===== config.mk =====
export PLATFORM = sky130hd
export DESIGN_NAME = pid_pwm_driver
export DESIGN_NICKNAME = d
export VERILOG_FILES = /design/src/rtl/pid_pwm_driver.sv
export SDC_FILE = /design/constraint.sdc
export NUM_CORES = 1
export LEC_CHECK = 0
export ABC_AREA = 1
export BUFFER_PORTS_ARGS = -buffer_cell sky130_fd_sc_hd__buf_2
export CORE_AREA = 4 4 106 108
export CTS_BUF_LIST = sky130_fd_sc_hd__clkbuf_8
export CTS_CLUSTER_DIAMETER = 150
export DETAILED_ROUTE_END_ITERATION = 10
export DIE_AREA = 0 0 110 112
export GPL_TIMING_DRIVEN = 0
export PLACE_DENSITY = 0.82
export SKIP_LAST_GASP = 1
export SYNTH_ARGS = -nofsm -noshare
export SYNTH_HDL_FRONTEND = slang
export SYNTH_SLANG_ARGS = --single-unit

===== constraint.sdc =====
create_clock -name clk -period 2.4 [get_ports clk]
set_clock_uncertainty 0.05 [all_clocks]
set_input_delay 0.48 -clock clk [delete_from_list [all_inputs] [get_ports clk]]
set_output_delay 0.48 -clock clk [all_outputs]
set_load 0.03 [all_outputs]

===== src/rtl/pid_pwm_driver.sv =====
// ----------------------------------------------------------------------------
// pid_pwm_driver
//
// Output stage of the PID controller. Takes the signed 64-bit control word,
// arithmetic-shifts and clamps its magnitude to a duty count, and drives a
// complementary, edge-aligned PWM gate pair with dead-time. The sign of the
// command is exported as dir for H-bridge direction.
//
// Duty updates are double-buffered. A command is first captured into a
// shadow register. It is then copied into the active register at the last
// cycle of each period. While the block is disabled, the copy happens on
// every cycle.
//
// Ports
//   clk          system clock
//   rstn         synchronous reset, active-low
//   en           1 = run PWM, 0 = gates off and counter held at 0
//   ctrl_in      signed control word from the PID stage
//   ctrl_valid   single-cycle strobe qualifying ctrl_in
//   pwm_h        high-side gate drive (registered)
//   pwm_l        low-side gate drive (registered)
//   dir          sign of the active command (1 = negative)
//   duty         active duty count for the current period
//   sat          active duty was clamped to PERIOD
//   period_done  one-cycle pulse following the last cycle of each period
// ----------------------------------------------------------------------------
module pid_pwm_driver #(
    parameter int CNT_W    = 16,
    parameter int PERIOD   = 2500,
    parameter int SHIFT    = 8,
    parameter int DEADTIME = 25
) (
    input  logic             clk,
    input  logic             rstn,
    input  logic             en,
    input  logic [63:0]      ctrl_in,
    input  logic             ctrl_valid,
    output logic             pwm_h,
    output logic             pwm_l,
    output logic             dir,
    output logic [CNT_W-1:0] duty,
    output logic             sat,
    output logic             period_done
);

    localparam logic [CNT_W-1:0] CNT_LAST  = CNT_W'(PERIOD - 1);
    localparam logic [CNT_W-1:0] DUTY_MAX  = CNT_W'(PERIOD);
    localparam logic [CNT_W-1:0] DT_LAST   = CNT_W'((DEADTIME > 0) ? DEADTIME - 1 : 0);
    localparam bit               NO_DT     = (DEADTIME == 0);

    typedef enum logic [2:0] {
        IDLE  = 3'd0,
        H_ON  = 3'd1,
        DT_HL = 3'd2,
        L_ON  = 3'd3,
        DT_LH = 3'd4
    } state_t;

    // ------------------------------------------------------------------
    // Command scaling and clamping (combinational, captured on ctrl_valid)
    // ------------------------------------------------------------------
    logic signed [63:0] shifted;
    logic [63:0]        shifted_u;
    logic [63:0]        mag;
    logic               cap_dir;
    logic               cap_sat;
    logic [CNT_W-1:0]   cap_duty;

    always_comb begin
        shifted   = $signed(ctrl_in) >>> SHIFT;
        shifted_u = shifted;
        cap_dir   = shifted_u[63];
        // The two's complement of the most-negative value is 2**63.
        // Read as unsigned, this is still a correct magnitude, so the
        // unsigned compare below clamps it without overflow.
        mag       = cap_dir ? (~shifted_u + 64'd1) : shifted_u;
        cap_sat   = (mag > 64'(PERIOD));
        cap_duty  = cap_sat ? DUTY_MAX : mag[CNT_W-1:0];
    end

    // ------------------------------------------------------------------
    // Shadow and active duty registers
    // ------------------------------------------------------------------
    logic [CNT_W-1:0] shadow_duty_reg;
    logic             shadow_dir_reg;
    logic             shadow_sat_reg;
    logic [CNT_W-1:0] duty_reg;
    logic             dir_reg;
    logic             sat_reg;
    logic [CNT_W-1:0] cnt_reg;
    logic             period_done_reg;

    always_ff @(posedge clk) begin
        if (!rstn) begin
            shadow_duty_reg <= '0;
            shadow_dir_reg  <= 1'b0;
            shadow_sat_reg  <= 1'b0;
        end else if (ctrl_valid) begin
            shadow_duty_reg <= cap_duty;
            shadow_dir_reg  <= cap_dir;
            shadow_sat_reg  <= cap_sat;
        end
    end

    // The active copy reads the shadow value from before this edge. A
    // strobe on the boundary cycle therefore waits one full period.
    always_ff @(posedge clk) begin
        if (!rstn) begin
            duty_reg <= '0;
            dir_reg  <= 1'b0;
            sat_reg  <= 1'b0;
        end else if (!en || (cnt_reg == CNT_LAST)) begin
            duty_reg <= shadow_duty_reg;
            dir_reg  <= shadow_dir_reg;
            sat_reg  <= shadow_sat_reg;
        end
    end

    // ------------------------------------------------------------------
    // Period counter and boundary pulse
    // ------------------------------------------------------------------
    always_ff @(posedge clk) begin
        if (!rstn) begin
            cnt_reg         <= '0;
            period_done_reg <= 1'b0;
        end else begin
            period_done_reg <= en && (cnt_reg == CNT_LAST);
            if (!en || (cnt_reg == CNT_LAST)) begin
                cnt_reg <= '0;
            end else begin
                cnt_reg <= cnt_reg + 1'b1;
            end
        end
    end

    // Raw edge-aligned PWM request before dead-time shaping.
    logic raw;
    assign raw = en && (cnt_reg < duty_reg);

    // ------------------------------------------------------------------
    // Gate FSM with dead-time
    // ------------------------------------------------------------------
    state_t           state_reg;
    state_t           state_next;
    logic [CNT_W-1:0] dt_reg;
    logic [CNT_W-1:0] dt_next;
    logic             pwm_h_reg;
    logic             pwm_l_reg;

    always_comb begin
        state_next = state_reg;
        // The dead-time counter restarts whenever a dead-time state is
        // entered or left. It only advances while the FSM waits in one.
        dt_next    = '0;
        if (!en) begin
            state_next = IDLE;
        end else begin
            case (state_reg)
                IDLE: begin
                    if (raw) state_next = NO_DT ? H_ON : DT_LH;
                    else     state_next = NO_DT ? L_ON : DT_HL;
                end
                H_ON: begin
                    if (!raw) state_next = NO_DT ? L_ON : DT_HL;
                end
                DT_HL: begin
                    if (raw)                     state_next = H_ON;
                    else if (dt_reg == DT_LAST)  state_next = L_ON;
                    else                         dt_next    = dt_reg + 1'b1;
                end
                L_ON: begin
                    if (raw) state_next = NO_DT ? H_ON : DT_LH;
                end
                DT_LH: begin
                    // A request shorter than the dead-time falls back to
                    // L_ON here, so the high side never sees a runt pulse.
                    if (!raw)                    state_next = L_ON;
                    else if (dt_reg == DT_LAST)  state_next = H_ON;
                    else                         dt_next    = dt_reg + 1'b1;
                end
                default: state_next = IDLE;
            endcase
        end
    end

    // The gate outputs are decoded from the next state and then registered.
    // This keeps them glitch-free and aligned with the state register. Only
    // one state drives each gate, so both gates can never be on together.
    always_ff @(posedge clk) begin
        if (!rstn) begin
            state_reg <= IDLE;
            dt_reg    <= '0;
            pwm_h_reg <= 1'b0;
            pwm_l_reg <= 1'b0;
        end else begin
            state_reg <= state_next;
            dt_reg    <= dt_next;
            pwm_h_reg <= (state_next == H_ON);
            pwm_l_reg <= (state_next == L_ON);
        end
    end

    assign pwm_h       = pwm_h_reg;
    assign pwm_l       = pwm_l_reg;
    assign dir         = dir_reg;
    assign duty        = duty_reg;
    assign sat         = sat_reg;
    assign period_done = period_done_reg;

endmodule

==> impl_results.md, run 1 <==
* Die area at 0.0123 mm2
* Sequential fraction of the synthesis area at 0.242
* Critical path capture point type: register
* Multi-input gate area at 0.00404 mm2
* CP Launch Type: primary input
* Main combinational cell family by area after synthesis: simple AND/OR/NAND/NOR gates
* Syn Area/Cell at 5.70 um2
* Vias in the first global route at 6,474
* Least-Margin Pin Slew at 642 ps
* Post-synthesis cell area at 0.00612 mm2
* Worst Path Required at 2570 ps
* Syn_nets at 1,160
* Root buf cell: clkbuf_8
* Worst-path clk slew at 70 ps
* GRT Max-Usage Layer: met2
* Die Y at 112 um
* M3 GR Usage at 0.0354
* EDFF count, synth at 0
* Cells along the critical path: buf_2, inv_2, ha_4, nand3_1, nor2_1, nand3_2, nand2_4, nand3_1, nand2_1, nand2_1, nor2_1, nand2_1, nor2_1, nand2_2, nor2_4, a21oi_1
* Final Cycle Share at 0.941
* Final setup violation count at 0
* Fillers at 1,047
* HP Class: in -> reg
* Initial antenna violation count at 0
* Synthesis Warnings at 0
* Overall routing resource usage at 0.305
* Die W at 110 um
* TritonCTS clock tree: yes
* ANT nets after route at 0
* Post-synthesis mux area share at 0
* Post-layout net count at 1,255
* Crit Path Max Fanout at 7
* Fmax at 443 MHz
* Buffers on Ports at 80
* Starting Density at 0.598
* Slew Limit Fails at 0
* WP data arrival at 2430 ps
* Per-cell routed wire length at 14.3 um
* Status: finished, final reports clean
* Post-layout min period at 2260 ps
* Most used flip-flop cell after synthesis: dfxtp_1
* Via-to-Cell Ratio at 5.37
* Max-cap violations at 0
* CTS H-tree lvls at 3
* Vias at 7,016
* Routing usage on met1 at 0.381
* First-pass GRT wire length at 29,900 um
* Drc violations at 0
* VDD IR max at 0.347 mV
* Area share of the largest cell type after synthesis at 0.242
* Met2 Use GR at 0.525
* #FFs+latches synth at 74
* Adder-cell share of the synthesized area at 0.0389
* Routed wire length at 18,600 um
* PD cells at 393 mW/mm2
* Buffers & Inverters on Critical Path at 2
* Cell type with the largest total area after synthesis: dfxtp_1
* DR iter-0 viols at 582
* Synth Area in XOR/XNOR at 0.0200
* Synth async-reset ratio at 0
* Dpl cells at 1,289
* Critical Path Max Stage Delay at 200 ps
* Hold Vio Cnt, Final at 0
* Cells after Synth at 1,073
* Initial DRT Pass Iterations at 5
* Clock Latency Late Sink at 340 ps
* Synth top area cells: dfxtp_1 (24%), nand2_1 (19%), nor2_1 (11%)
* Setup TNS at 0 ps
* Top cells by count, synth: nand2_1 (316), nor2_1 (180), inv_1 (158)
* Largest net degree at the start of global routing at 11
* Netlist cell types at 42
* Share of cells above drive strength 1 at 0.141
* Final Core Density at 0.681
* Antenna diodes at 0
* WS Path Type: in -> reg
* Post-synthesis simple-gate area fraction at 0.490
* Synth Area in Compound Gates at 0.0939
* Register Area at 0.00148 mm2
* Hold Buf Count CTS at 0
* Slew HR at 0.572
* Routability Congestion at 0.941
* CORE AREA at 0.0102 mm2
* Syn-to-layout area delta at 13.9%
* Count leader, synth: nand2_1
* DPL Wire Length at 15,100 um
* Total gr overflow at 0
* CTS buffer count at 9
* Max stage delay cell, worst path: nor2_4
* Fin cells at 1,306
* Ports at 89
* Clock Path Buffers at 2
* Leak at 3.42 nW
* Family with the most delay on the worst path: simple AND/OR/NAND/NOR gates
* # clock sinks at 74
* Num rows at 37
## layout by cell type, fill, tap and decap left out, types with 10 or more instances in the layout
cell     instances
nand3_1         83
dfxtp_1         74
inv_1          160
nor2_1         177
nand4_1         25
nor2_2          13
xor2_1          12
o21ai_0         39
nand2_1        313
nor3_1          13
nand2_2         10
buf_2           84
a21oi_1         39
ha_1            18
## report_power, final
| part | total, W | internal (W) | switching [W] |
|---|---|---|---|
| Clock | 0.000753 | 0.000345 | 0.000408 |
| Combinational | 0.000703 | 0.000223 | 0.000480 |
| Sequential | 0.00128 | 0.00126 | 0.0000216 |
## layout make-up
| type | count | area share |
|---|---|---|
| Multi-Input combinational cell | 818 | 0.580 |
| Tap cell | 136 | 0.0244 |
| Clock inverter | 4 | 0.00233 |
| Clock buffer | 9 | 0.0178 |
| Buffer | 18 | 0.0133 |
| Sequential cell | 74 | 0.213 |
| Inverter | 164 | 0.0885 |
| Timing Repair Buffer | 83 | 0.0607 |
## kinds of logic after synthesis
kind of cell | after synthesis
simple gates | 680
flops | 74
xor+xnor | 14
buf+inv | 182
fa+ha+maj | 19
compound gates | 104
## layer usage
layer / part of all wire / vias up / routed length, um
met2: 0.48 / 273 / 8900
met4: 0.036 / 0 / 676
met3: 0.069 / 48 / 1280
met5: 0 / - / 0
met1: 0.42 / 3104 / 7760
li1: - / 3591 / -
## metrics by stage
stage | hold WS, ps | power [W] | setup slack [ps] | instance area (um2)
floorplan | 366 | 0.00175 | 89.9 | 6120
global placement | 373 | 0.00197 | -412 | 6690
detailed placement | 386 | 0.00198 | -446 | 6690
CTS | 348 | 0.00273 | 2.25 | 6850
global route | 373 | 0.00289 | -23.6 | 6970
finish | 364 | 0.00274 | 141 | 6970
## worst min-delay path, cell delays in order
cell,delay [ps]
buf_2,110
nand2_1,70
nor2_1,40
## worst paths after layout
path | endpoint | slack (ps) | cells after the start | from
max | shadow_duty_reg[11]$_SDFFE_PN0P_ | 140 | 16 | ctrl_in[8]
min | period_done$_SDFF_PN0_ | 360 | 3 | en
min reg2reg | shadow_duty_reg[15]$_SDFFE_PN0P_ | 400 | 2 | shadow_duty_reg[15]$_SDFFE_PN0P_
max reg2reg | dt_reg[6]$_SDFF_PN0_ | 240 | 12 | duty[11]$_SDFFE_PN0P_
## timing repair
item	CTS	global route
gates cloned	0	1
pin swaps	0	7
setup endpoints to repair	14	32
gates resized for setup	4	25
setup buffers	0	3
endpoints found under the hold margin	0	0
(Power assumes the default switching activity.)
==> run 2: changes to the inputs <==
==> config.mk (replaced) <==
export PLATFORM = sky130hd
export DESIGN_NAME = pid_pwm_driver
export DESIGN_NICKNAME = d
export VERILOG_FILES = /design/src/rtl/pid_pwm_driver.sv
export SDC_FILE = /design/constraint.sdc
export NUM_CORES = 1
export LEC_CHECK = 0
export BUFFER_PORTS_ARGS = -buffer_cell sky130_fd_sc_hd__clkbuf_2
export CORE_AREA = 4 4 103 105
export CTS_BUF_LIST = sky130_fd_sc_hd__clkbuf_8
export CTS_CLUSTER_DIAMETER = 150
export DETAILED_ROUTE_END_ITERATION = 10
export DIE_AREA = 0 0 107 109
export GPL_TIMING_DRIVEN = 0
export PLACE_DENSITY = 0.81
export SKIP_LAST_GASP = 1
export SYNTH_ARGS = -nofsm -noshare
export SYNTH_HDL_FRONTEND = slang
export SYNTH_SLANG_ARGS = --single-unit
==> impl_results.md, run 2 <==
* Status: finished, violations left
* Failing checks: setup timing
* Clk pwr share at 0.316
* PD cells at 385 mW/mm2
* Switching power at 0.000880 W
* Least-Margin Pin Slew at 698 ps
* Slew HR at 0.535
* Clock Path Buffers at 2
* Total gr overflow at 0
* Worst-path clk slew at 70 ps
* Area share of the largest cell type after synthesis at 0.263
* Initial DRT Pass Iterations at 6
* Top cells by count, synth: nor2_1 (86), dfxtp_1 (74), nand2_1 (58)
* DPL Wire Length at 15,200 um
* Max-cap violations at 0
* CTS H-tree lvls at 3
* Final Cycle Share at 1.30
* Syn Area/Cell at 7.45 um2
* Fin cells at 1,004
* Antenna diodes at 0
* Fillers at 735
* Design area at 0.00724 mm2
* Die area at 0.0117 mm2
* Synth async-reset ratio at 0
* Clock Latency Late Sink at 350 ps
* Cell area after placement at 0.00629 mm2
* Post-layout min period at 3120 ps
* Post-layout net count at 953
* Cells along the critical path: buf_12, nor4_4, nand4_2, buf_6, or4_4, a311oi_4, o311ai_4, a2111oi_4, nand4_4, buf_6, o221a_1
* Synth top area cells: dfxtp_1 (26%), nor2_1 (5.7%), nor3_1 (4.3%)
* Root buf cell: clkbuf_8
* Cell type with the largest total area after synthesis: dfxtp_1
* EDFF count, synth at 0
* First-pass GRT wire length at 33,700 um
* Netlist cell types at 74
* CP Launch Type: primary input
* HP Class: reg -> reg
* Synth Area in Compound Gates at 0.184
* #FFs+latches synth at 74
* Die Y at 109 um
* Ports at 89
* Synthesis Warnings at 0
* Max stage delay cell, worst path: or4_4
* Routability Congestion at 1.08
* CORE AREA at 0.00964 mm2
* Post-synthesis mux area share at 0.0124
* # clock sinks at 74
* CTS buffer count at 9
* ANT nets after route at 0
* Num rows at 36
* Setup TNS at -8570 ps
* Per-cell routed wire length at 21.5 um
* Worst Path Required at 2590 ps
* Main combinational cell family by area after synthesis: simple AND/OR/NAND/NOR gates
* Leading cell type in the layout, fill and taps excluded: nor2_1
* Fin worst setup slack at -724 ps
* Most used flip-flop cell after synthesis: dfxtp_1
* Combinational Power Share at 0.234
* Starting Density at 0.584
* Tot Pwr at 0.00279 W
* Sequential fraction of the synthesis area at 0.263
* RSZ-0062 raised after global routing: yes
* Crit Path Max Fanout at 6
* Synth Area in XOR/XNOR at 0.0575
* CP dominant cell by count: buf_6
* Share of cells above drive strength 1 at 0.272
* Initial antenna violation count at 0
* P_int at 0.00190 W
* Syn-to-layout area delta at 28.6%
* WP data arrival at 3310 ps
* Vias at 6,745
* Fmax at 320 MHz
* VDD IR max at 0.300 mV
* Share of power burned in registers at 0.450
* Vias in the first global route at 6,525
* Slew Limit Fails at 0
* Via-to-Cell Ratio at 6.72
* Adder-cell share of the synthesized area at 0.0422
* Dpl cells at 952
* Post-synthesis cell area at 0.00563 mm2
* Syn_nets at 843
* DR iter-0 viols at 692
* Routed wire length at 21,600 um
* Largest net degree at the start of global routing at 13
* Drc violations at 0
* Critical Path Max Stage Delay at 530 ps
* Hold Vio Cnt, Final at 0
* Post-synthesis simple-gate area fraction at 0.390
* Pre-CTS setup slack at -1680 ps
* Cells after Synth at 756
* Count leader, synth: nor2_1
* Leak at 2.57 nW
* Critical path capture point type: register
* Buffers on Ports at 63
* WS Path Type: in -> reg
* Final setup violation count at 15
* Overall routing resource usage at 0.365
* Die W at 107 um
* TritonCTS clock tree: yes
* Switching Share at 0.316
* Most frequent cells in the layout: nor2_1 (84), clkbuf_2 (68), dfxtp_1 (61), nand2_1 (56), nand3_1 (36)
==> run 2: power by group through the flow <==
stage	Clock [W]	Sequential [W]	Combinational, W
2_1_floorplan	0	0.00129	0.000303
3_3_place_gp	0	0.00128	0.000504
3_5_place_dp	0	0.00128	0.000514
4_1_cts	0.000883	0.00125	0.000599
5_1_grt	0.000943	0.00125	0.000686
6_report	0.000880	0.00125	0.000653
==> run 2: area by class of cell <==
type                    instances  area (um2)  area share
well taps                     133         166      0.0230
clock inverters                 5        30.0     0.00415
repair buffers                100         617      0.0852
inverters                      32         125      0.0173
flip-flops and latches         74        1520       0.210
clock buffers                  11         151      0.0209
multi-input cells             610        4410       0.608
plain buffers                  39         226      0.0313
==> run 2: routing by layer <==
| metal | vias up | GRT usage | share of wire |
|---|---|---|---|
| met5 | - | 0 | 0 |
| met4 | 0 | 0.216 | 0.063 |
| met3 | 132 | 0.0557 | 0.088 |
| met2 | 472 | 0.646 | 0.48 |
| met1 | 3122 | 0.417 | 0.37 |
| li1 | 3019 | - | - |
==> run 2: kinds of logic after synthesis <==
logic type | after synthesis
AOI/OAI and AO/OA | 152
adders and majority gates | 19
xor gates and xnor gates | 37
and+or+nand+nor | 395
DFF | 74
buffers and inverters | 72
muxes | 7
==> run 2: what timing repair did <==
| action | 4_1_cts | 5_1_grt |
|---|---|---|
| resized for setup | 79 | 34 |
| buffers inserted | 29 | 6 |
| endpoints found under the setup margin | 29 | 35 |
| hold buffers | 0 | 0 |
| cloned | 2 | 0 |
| pin swaps | 35 | 24 |
==> run 2: final timing paths <==
kind,endpoint,startpoint,cells past startpoint,slack (ps)
setup / recovery,shadow_duty_reg[11]$_SDFFE_PN0P_,ctrl_in[17],11,-720
hold / removal,shadow_duty_reg[9]$_SDFFE_PN0P_,shadow_duty_reg[9]$_SDFFE_PN0P_,2,420
setup reg to reg,dt_reg[1]$_SDFF_PN0_,cnt_reg[6]$_SDFF_PP0_,9,-10
hold reg to reg,shadow_duty_reg[9]$_SDFFE_PN0P_,shadow_duty_reg[9]$_SDFFE_PN0P_,2,420
==> run 2: stage by stage <==
step                       util  hold slack (ps)
final                     0.751              418
after global routing      0.751              436
after CTS                 0.736              400
after detailed placement  0.653              400
after global placement    0.653              394
after floorplan               -              375
==> run 2: critical path, delay by kind of cell <==
| kind | cells | cell delay, ps |
|---|---|---|
| and+or+nand+nor | 4 | 1240 |
| AOI/OAI and AO/OA | 4 | 1140 |
| buffers and inverters | 3 | 450 |
